==> config.mk <==
export PLATFORM = sky130hd
export DESIGN_NAME = mem_refill_arbiter
export DESIGN_NICKNAME = d
export VERILOG_FILES = /design/src/rtl/mem_refill_arbiter_pkg.sv /design/src/rtl/mem_refill_arbiter_rr_arbiter2.sv /design/src/rtl/mem_refill_arbiter.sv
export SDC_FILE = /design/constraint.sdc
export NUM_CORES = 1
export LEC_CHECK = 0
export ABC_AREA = 0
export CAP_MARGIN = 0
export CELL_PAD_IN_SITES_DETAIL_PLACEMENT = 1
export CELL_PAD_IN_SITES_GLOBAL_PLACEMENT = 1
export CORE_MARGIN = 2
export CORE_UTILIZATION = 21
export CTS_CLUSTER_SIZE = 24
export DETAILED_ROUTE_END_ITERATION = 12
export GPL_TIMING_DRIVEN = 0
export PLACE_DENSITY = 0.79
export SLEW_MARGIN = 10
export SYNTH_ARGS = -nofsm -noshare
export SYNTH_HDL_FRONTEND = slang
export SYNTH_SLANG_ARGS = --single-unit
==> constraint.sdc <==
create_clock -name clk -period 1.2 [get_ports clk]
set_input_delay 0.18 -clock clk [delete_from_list [all_inputs] [get_ports clk]]
set_output_delay 0.18 -clock clk [all_outputs]
set_load 0.02 [all_outputs]
==> src/rtl/mem_refill_arbiter_pkg.sv <==
// mem_refill_arbiter_pkg: shared widths, FSM states and word-index helper for the refill arbiter
package mem_refill_arbiter_pkg;
  localparam int ADR_WIDTH_DEF = 32;
  localparam int DATA_WIDTH_DEF = 32;
  localparam int WORD_OFFSET_DEF = 2;
  typedef enum logic [1:0] {IDLE, BUSY, DRAIN} state_t;
  // Critical-word-first index: start word plus beats consumed, wrapped to the line size
  function automatic int unsigned wrap_word(input int unsigned base, input int unsigned cnt, input int unsigned wo);
    return (base + cnt) % (32'd1 << wo);
  endfunction
endpackage

==> src/rtl/mem_refill_arbiter_rr_arbiter2.sv <==
// rr_arbiter2: two-input round-robin grant; pointer moves past the last owner when upd is high
module rr_arbiter2 (
  input  logic       clk,
  input  logic       rst,
  input  logic [1:0] req,
  input  logic       upd,
  input  logic       last,
  output logic       valid,
  output logic       idx
);
  logic ptr;
  // Priority pointer: after a finished burst the other requester wins the next tie
  always_ff @(posedge clk or posedge rst)
    if (rst) ptr <= 1'b0;
    else if (upd) ptr <= ~last;
  // Tie goes to the pointer, otherwise the lone requester
  always_comb begin
    valid = |req;
    idx = &req ? ptr : req[1];
  end
endmodule

==> src/rtl/mem_refill_arbiter.sv <==
// mem_refill_arbiter: shares the memory refill port between I-cache (0) and D-cache (1), one line burst per grant
module mem_refill_arbiter
  import mem_refill_arbiter_pkg::*;
#(
  parameter int ADR_WIDTH = ADR_WIDTH_DEF,
  parameter int DATA_WIDTH = DATA_WIDTH_DEF,
  parameter int WORD_OFFSET = WORD_OFFSET_DEF
) (
  input  logic                   clk,
  input  logic                   rst,
  input  logic                   req_cc2mem0,
  input  logic [ADR_WIDTH-1:0]   adr_cc2mem0,
  output logic                   ack_mem2cc0,
  output logic [WORD_OFFSET-1:0] word_mem2cc0,
  input  logic                   req_cc2mem1,
  input  logic [ADR_WIDTH-1:0]   adr_cc2mem1,
  output logic                   ack_mem2cc1,
  output logic [WORD_OFFSET-1:0] word_mem2cc1,
  output logic [DATA_WIDTH-1:0]  dat_mem2cc,
  output logic                   req_arb2mem,
  output logic [ADR_WIDTH-1:0]   adr_arb2mem,
  input  logic                   ack_mem2arb,
  input  logic [DATA_WIDTH-1:0]  dat_mem2arb
);
  state_t state, state_n;
  logic owner, gnt_valid, gnt_idx, grant, last, owner_req, busy;
  logic [WORD_OFFSET-1:0] count, word;
  logic [ADR_WIDTH-1:0] adr_q;
  rr_arbiter2 u_rr (
    .clk   (clk),
    .rst   (rst),
    .req   ({req_cc2mem1, req_cc2mem0}),
    .upd   (last),
    .last  (owner),
    .valid (gnt_valid),
    .idx   (gnt_idx)
  );
  // Next state: grant from IDLE, leave BUSY on the final beat, leave DRAIN once the owner lets go
  always_comb begin
    state_n = state;
    busy = state == BUSY;
    owner_req = owner ? req_cc2mem1 : req_cc2mem0;
    grant = state == IDLE && gnt_valid;
    last = busy && ack_mem2arb && &count;
    state_n = grant ? BUSY : last ? DRAIN : (state == DRAIN && !owner_req) ? IDLE : state;
  end
  // State, owner, latched address and beat counter; a reset drops any partial burst
  always_ff @(posedge clk or posedge rst)
    if (rst) begin
      state <= IDLE;
      owner <= 1'b0;
      count <= '0;
      adr_q <= '0;
    end else begin
      state <= state_n;
      if (grant) begin
        owner <= gnt_idx;
        adr_q <= gnt_idx ? adr_cc2mem1 : adr_cc2mem0;
        count <= '0;
      end else if (busy && ack_mem2arb) count <= count + 1'b1;
    end
  // Memory side is held for the full burst; acks reach only a still-requesting owner
  always_comb begin
    req_arb2mem = busy;
    adr_arb2mem = adr_q;
    dat_mem2cc = dat_mem2arb;
    ack_mem2cc0 = busy && ack_mem2arb && !owner && req_cc2mem0;
    ack_mem2cc1 = busy && ack_mem2arb && owner && req_cc2mem1;
    word = WORD_OFFSET'(wrap_word(32'(adr_q[WORD_OFFSET+1:2]), 32'(count), WORD_OFFSET));
    word_mem2cc0 = owner ? '0 : word;
    word_mem2cc1 = owner ? word : '0;
  end
endmodule

==> impl_metrics.prom <==
# TYPE chip_impl_metric gauge
chip_impl_metric{name="synth-seq-area-share",unit=""} 0.423
chip_impl_info{name="timing_worst_setup_path_type",value="reg2out"} 1
chip_impl_metric{name="synthCells",unit=""} 256
chip_impl_metric{name="max_rail_drop_vdd",unit="µV"} 976
chip_impl_metric{name="design.die.area",unit="µm²"} 11600
chip_impl_metric{name="globalRouteTotalUtil",unit=""} 0.182
chip_impl_metric{name="drc_errors",unit=""} 0
chip_impl_metric{name="synthDistinctLibCells",unit=""} 28
chip_impl_metric{name="chipHeight",unit="µm"} 107
chip_impl_metric{name="avgSynthCellArea",unit="µm²"} 8.78
chip_impl_metric{name="finalHoldViolCount",unit=""} 0
chip_impl_metric{name="routed_wl",unit="µm"} 10800
chip_impl_metric{name="worst_ep_required_time",unit="ns"} 1.02
chip_impl_metric{name="first_global_vias",unit=""} 3003
chip_impl_metric{name="synth.net_count",unit=""} 359
chip_impl_metric{name="grt_pass1_wl",unit="µm"} 16100
chip_impl_metric{name="cts_hold_buf",unit=""} 0
chip_impl_metric{name="arrival",unit="ns"} 1.48
chip_impl_metric{name="globalRouteOverflowTotal",unit=""} 0
chip_impl_metric{name="async_reset_ff_frac",unit=""} 1.00
chip_impl_metric{name="cap_violations",unit=""} 0
chip_impl_metric{name="finalClockSkew",unit="ns"} 0.0118
chip_impl_metric{name="antenna_found_initial",unit=""} 0
chip_impl_metric{name="route.detailed.vias_per_inst",unit=""} 4.73
chip_impl_metric{name="synthToLayoutAreaGrowth",unit="%"} 111
chip_impl_metric{name="final_period_minus_worst_setup_slack",unit="ns"} 1.66
chip_impl_metric{name="power-per-cell-area",unit="nW/µm²"} 2320
chip_impl_metric{name="critical_path.max_fanout",unit=""} 2
chip_impl_metric{name="period_share",unit=""} 1.38
chip_impl_info{name="tritoncts",value="built"} 1
chip_impl_info{name="ys_top_cells_by_area",value="sky130_fd_sc_hd__dfrtp_1 42%, sky130_fd_sc_hd__buf_4 11%, sky130_fd_sc_hd__o21ai_0 7.8%, sky130_fd_sc_hd__a31oi_1 7.5%, sky130_fd_sc_hd__nand3_1 7.3%"} 1
chip_impl_metric{name="numClockSinks",unit=""} 38
chip_impl_metric{name="firstDrtPassIters",unit=""} 4
chip_impl_info{name="holdCritPathClass",value="in2async"} 1
chip_impl_metric{name="setup.reg_to_reg.worst_slack",unit="ns"} -0.33
chip_impl_metric{name="pin_count_of_the_biggest_net_entering_global_routing",unit=""} 22
chip_impl_metric{name="number_of_vias_in_the_routed_layout",unit=""} 2684
chip_impl_info{name="ys_dominant_reg_cell",value="sky130_fd_sc_hd__dfrtp_1"} 1
chip_impl_metric{name="place_congestion",unit=""} 0.719
chip_impl_metric{name="maximum_root_to_sink_buffer_count",unit=""} 2
chip_impl_info{name="synth.most_common_cell",value="sky130_fd_sc_hd__dfrtp_1"} 1
chip_impl_metric{name="slew_headroom",unit=""} 0.493
chip_impl_metric{name="synth-edff-count",unit=""} 0
chip_impl_metric{name="placement.io_buffers",unit=""} 138
chip_impl_metric{name="num_io_pins",unit=""} 172
chip_impl_metric{name="worstSkewPairLatency",unit="ns"} 0.30
chip_impl_info{name="synth_common_cells",value="38 x sky130_fd_sc_hd__dfrtp_1, 35 x sky130_fd_sc_hd__o21ai_0, 33 x sky130_fd_sc_hd__nand3_1"} 1
chip_impl_metric{name="ctsHtreeMaxLevel",unit=""} 2
chip_impl_metric{name="post_drt_wl_per_cell",unit="µm"} 19.0
chip_impl_metric{name="die_w",unit="µm"} 107
chip_impl_metric{name="design.final.nets",unit=""} 533
chip_impl_metric{name="synth-seq-cells",unit=""} 38
chip_impl_info{name="status",value="finished with violations"} 1
chip_impl_info{name="endpoint_kind",value="output port"} 1
chip_impl_info{name="yosys_top_cell_by_area",value="sky130_fd_sc_hd__dfrtp_1"} 1
chip_impl_metric{name="static-leakage-power",unit="nW"} 1.89
chip_impl_metric{name="dpl_worst_slack",unit="ns"} -0.819
chip_impl_metric{name="timing_max_transition_violations_final",unit=""} 0
chip_impl_metric{name="mappedNetlistArea",unit="µm²"} 2250
chip_impl_metric{name="max_freq",unit="MHz"} 603
chip_impl_metric{name="timing_worst_slew_pin_value",unit="ns"} 0.760
chip_impl_metric{name="fp.coreArea",unit="µm²"} 10400
chip_impl_metric{name="cts_inserted_buffers",unit=""} 5
chip_impl_info{name="root_buffer",value="sky130_fd_sc_hd__clkbuf_8"} 1
chip_impl_metric{name="floorplan.rows",unit=""} 37
chip_impl_metric{name="yosys_warnings",unit=""} 0
chip_impl_metric{name="detailedRoute.firstIterationViolations",unit=""} 77
chip_impl_metric{name="dp_hpwl",unit="µm"} 7080
chip_impl_metric{name="clkTransAtPathRegs",unit="ns"} 0.09
chip_impl_metric{name="finish.utilization",unit=""} 0.458
chip_impl_info{name="timing.critical_path.from_type",value="register"} 1
chip_impl_info{name="failed_checks",value="negative setup slack"} 1
chip_impl_metric{name="synth_top_area_frac",unit=""} 0.423
chip_impl_metric{name="setup_viol",unit=""} 45
chip_impl_metric{name="antenna_cells_inserted",unit=""} 0
chip_impl_metric{name="ant_nets",unit=""} 0
chip_impl_metric{name="initial_utilization",unit=""} 0.217
chip_impl_metric{name="setup_ws",unit="ns"} -0.457
chip_impl_metric{name="fraction_of_final_layout_cells_with_drive_strength_greater_than_1",unit=""} 0.378
chip_impl_info{name="unrepaired_setup_endpoints_after_global_routing",value="true"} 1
==> cells by family after synthesis <==
family / Yosys count / synth area share
simple gates: 51 / 0.119
fa+ha+maj: 2 / 0.0111
compound gates: 100 / 0.255
mux: 2 / 0.00946
buf+inv: 60 / 0.171
flops: 38 / 0.423
xor+xnor: 3 / 0.0117
==> cell usage in the layout, fill, tap and decap left out, types with 13 or more instances in the layout <==
master                            netlist  layout
sky130_fd_sc_hd__a21oi_1               32      21
sky130_fd_sc_hd__a31oi_1               27      18
sky130_fd_sc_hd__buf_4                 32      45
sky130_fd_sc_hd__buf_6                  5      17
sky130_fd_sc_hd__clkbuf_2               0      13
sky130_fd_sc_hd__clkbuf_8               0      13
sky130_fd_sc_hd__clkdlybuf4s15_1        0      14
sky130_fd_sc_hd__clkdlybuf4s50_1        0      98
sky130_fd_sc_hd__dfrtp_1               38      33
sky130_fd_sc_hd__nand3_1               33      32
sky130_fd_sc_hd__o21ai_0               35      32
==> state kept, by name, summed over array words and instances (netlist names) <==
name / count
adr_arb2mem: 32
count: 2
owner: 1
state: 2
u_rr.ptr: 1
==> cell type report <==
class	instances	area (µm²)
fill	1165	5620
multi-input combinational	158	1240
clock inverter	3	68.8
inverter	3	11.3
timing repair buffer	170	1750
clock buffer	5	68.8
tap	136	170
buffer	54	478
sequential	38	957
==> final timing paths <==
path / from / end / cells past startpoint
hold / removal: rst / adr_arb2mem[15] / 2
setup / recovery: adr_arb2mem[2] / word_mem2cc1[1] / 5
setup reg to reg: state[1] / adr_arb2mem[26] / 7
min in group clk: req_cc2mem1 / adr_arb2mem[5] / 3
max in group asynchronous: rst / count[0] / 3
hold reg to reg: adr_arb2mem[31] / adr_arb2mem[31] / 2
==> repair_timing <==
action                     4_1_cts  5_1_grt
gates resized for setup        177       60
pin swaps                        9        7
setup endpoints to repair       76       69
cloned                           5        0
buffers inserted                19       10
==> worst max-delay path: stages (launching register included) <==
cell and delay [ns]:
sky130_fd_sc_hd__dfrtp_2 0.44, sky130_fd_sc_hd__ha_4 0.17, sky130_fd_sc_hd__xor2_2 0.16, sky130_fd_sc_hd__xnor2_2 0.22
sky130_fd_sc_hd__nor2_2 0.06, sky130_fd_sc_hd__buf_6 0.13
==> metal layers <==
metal	wire (µm)	up-vias	GRT usage
met5	0	-	0
met4	140	0	0.0403
met3	775	11	0.0508
met2	5590	125	0.333
met1	4290	1313	0.209
li1	-	1235	-
==> stage by stage <==
step                      power (mW)  cell area (µm²)  std cells  setup TNS, ns  hold slack, ns
after floorplan                 5.12             2290        256          -1.00           0.338
after global placement          7.36             3840        530         -55.99           0.482
after detailed placement        7.52             3860        531         -29.03           0.508
after CTS                       10.2             4530        561          -6.28           0.184
after global routing            11.6             4750        567         -13.79           0.232
final                           11.0             4750        567         -12.44           0.205
==> power by group <==
group | switching (mW) | total (mW) | internal, mW | leakage [nW]
combinational | 3.50 | 7.19 | 3.69 | 1.40
clock | 0.528 | 1.36 | 0.834 | 0.0683
sequential | 0.515 | 2.46 | 1.95 | 0.423
Note: power is estimated with default switching activity, not from simulation.
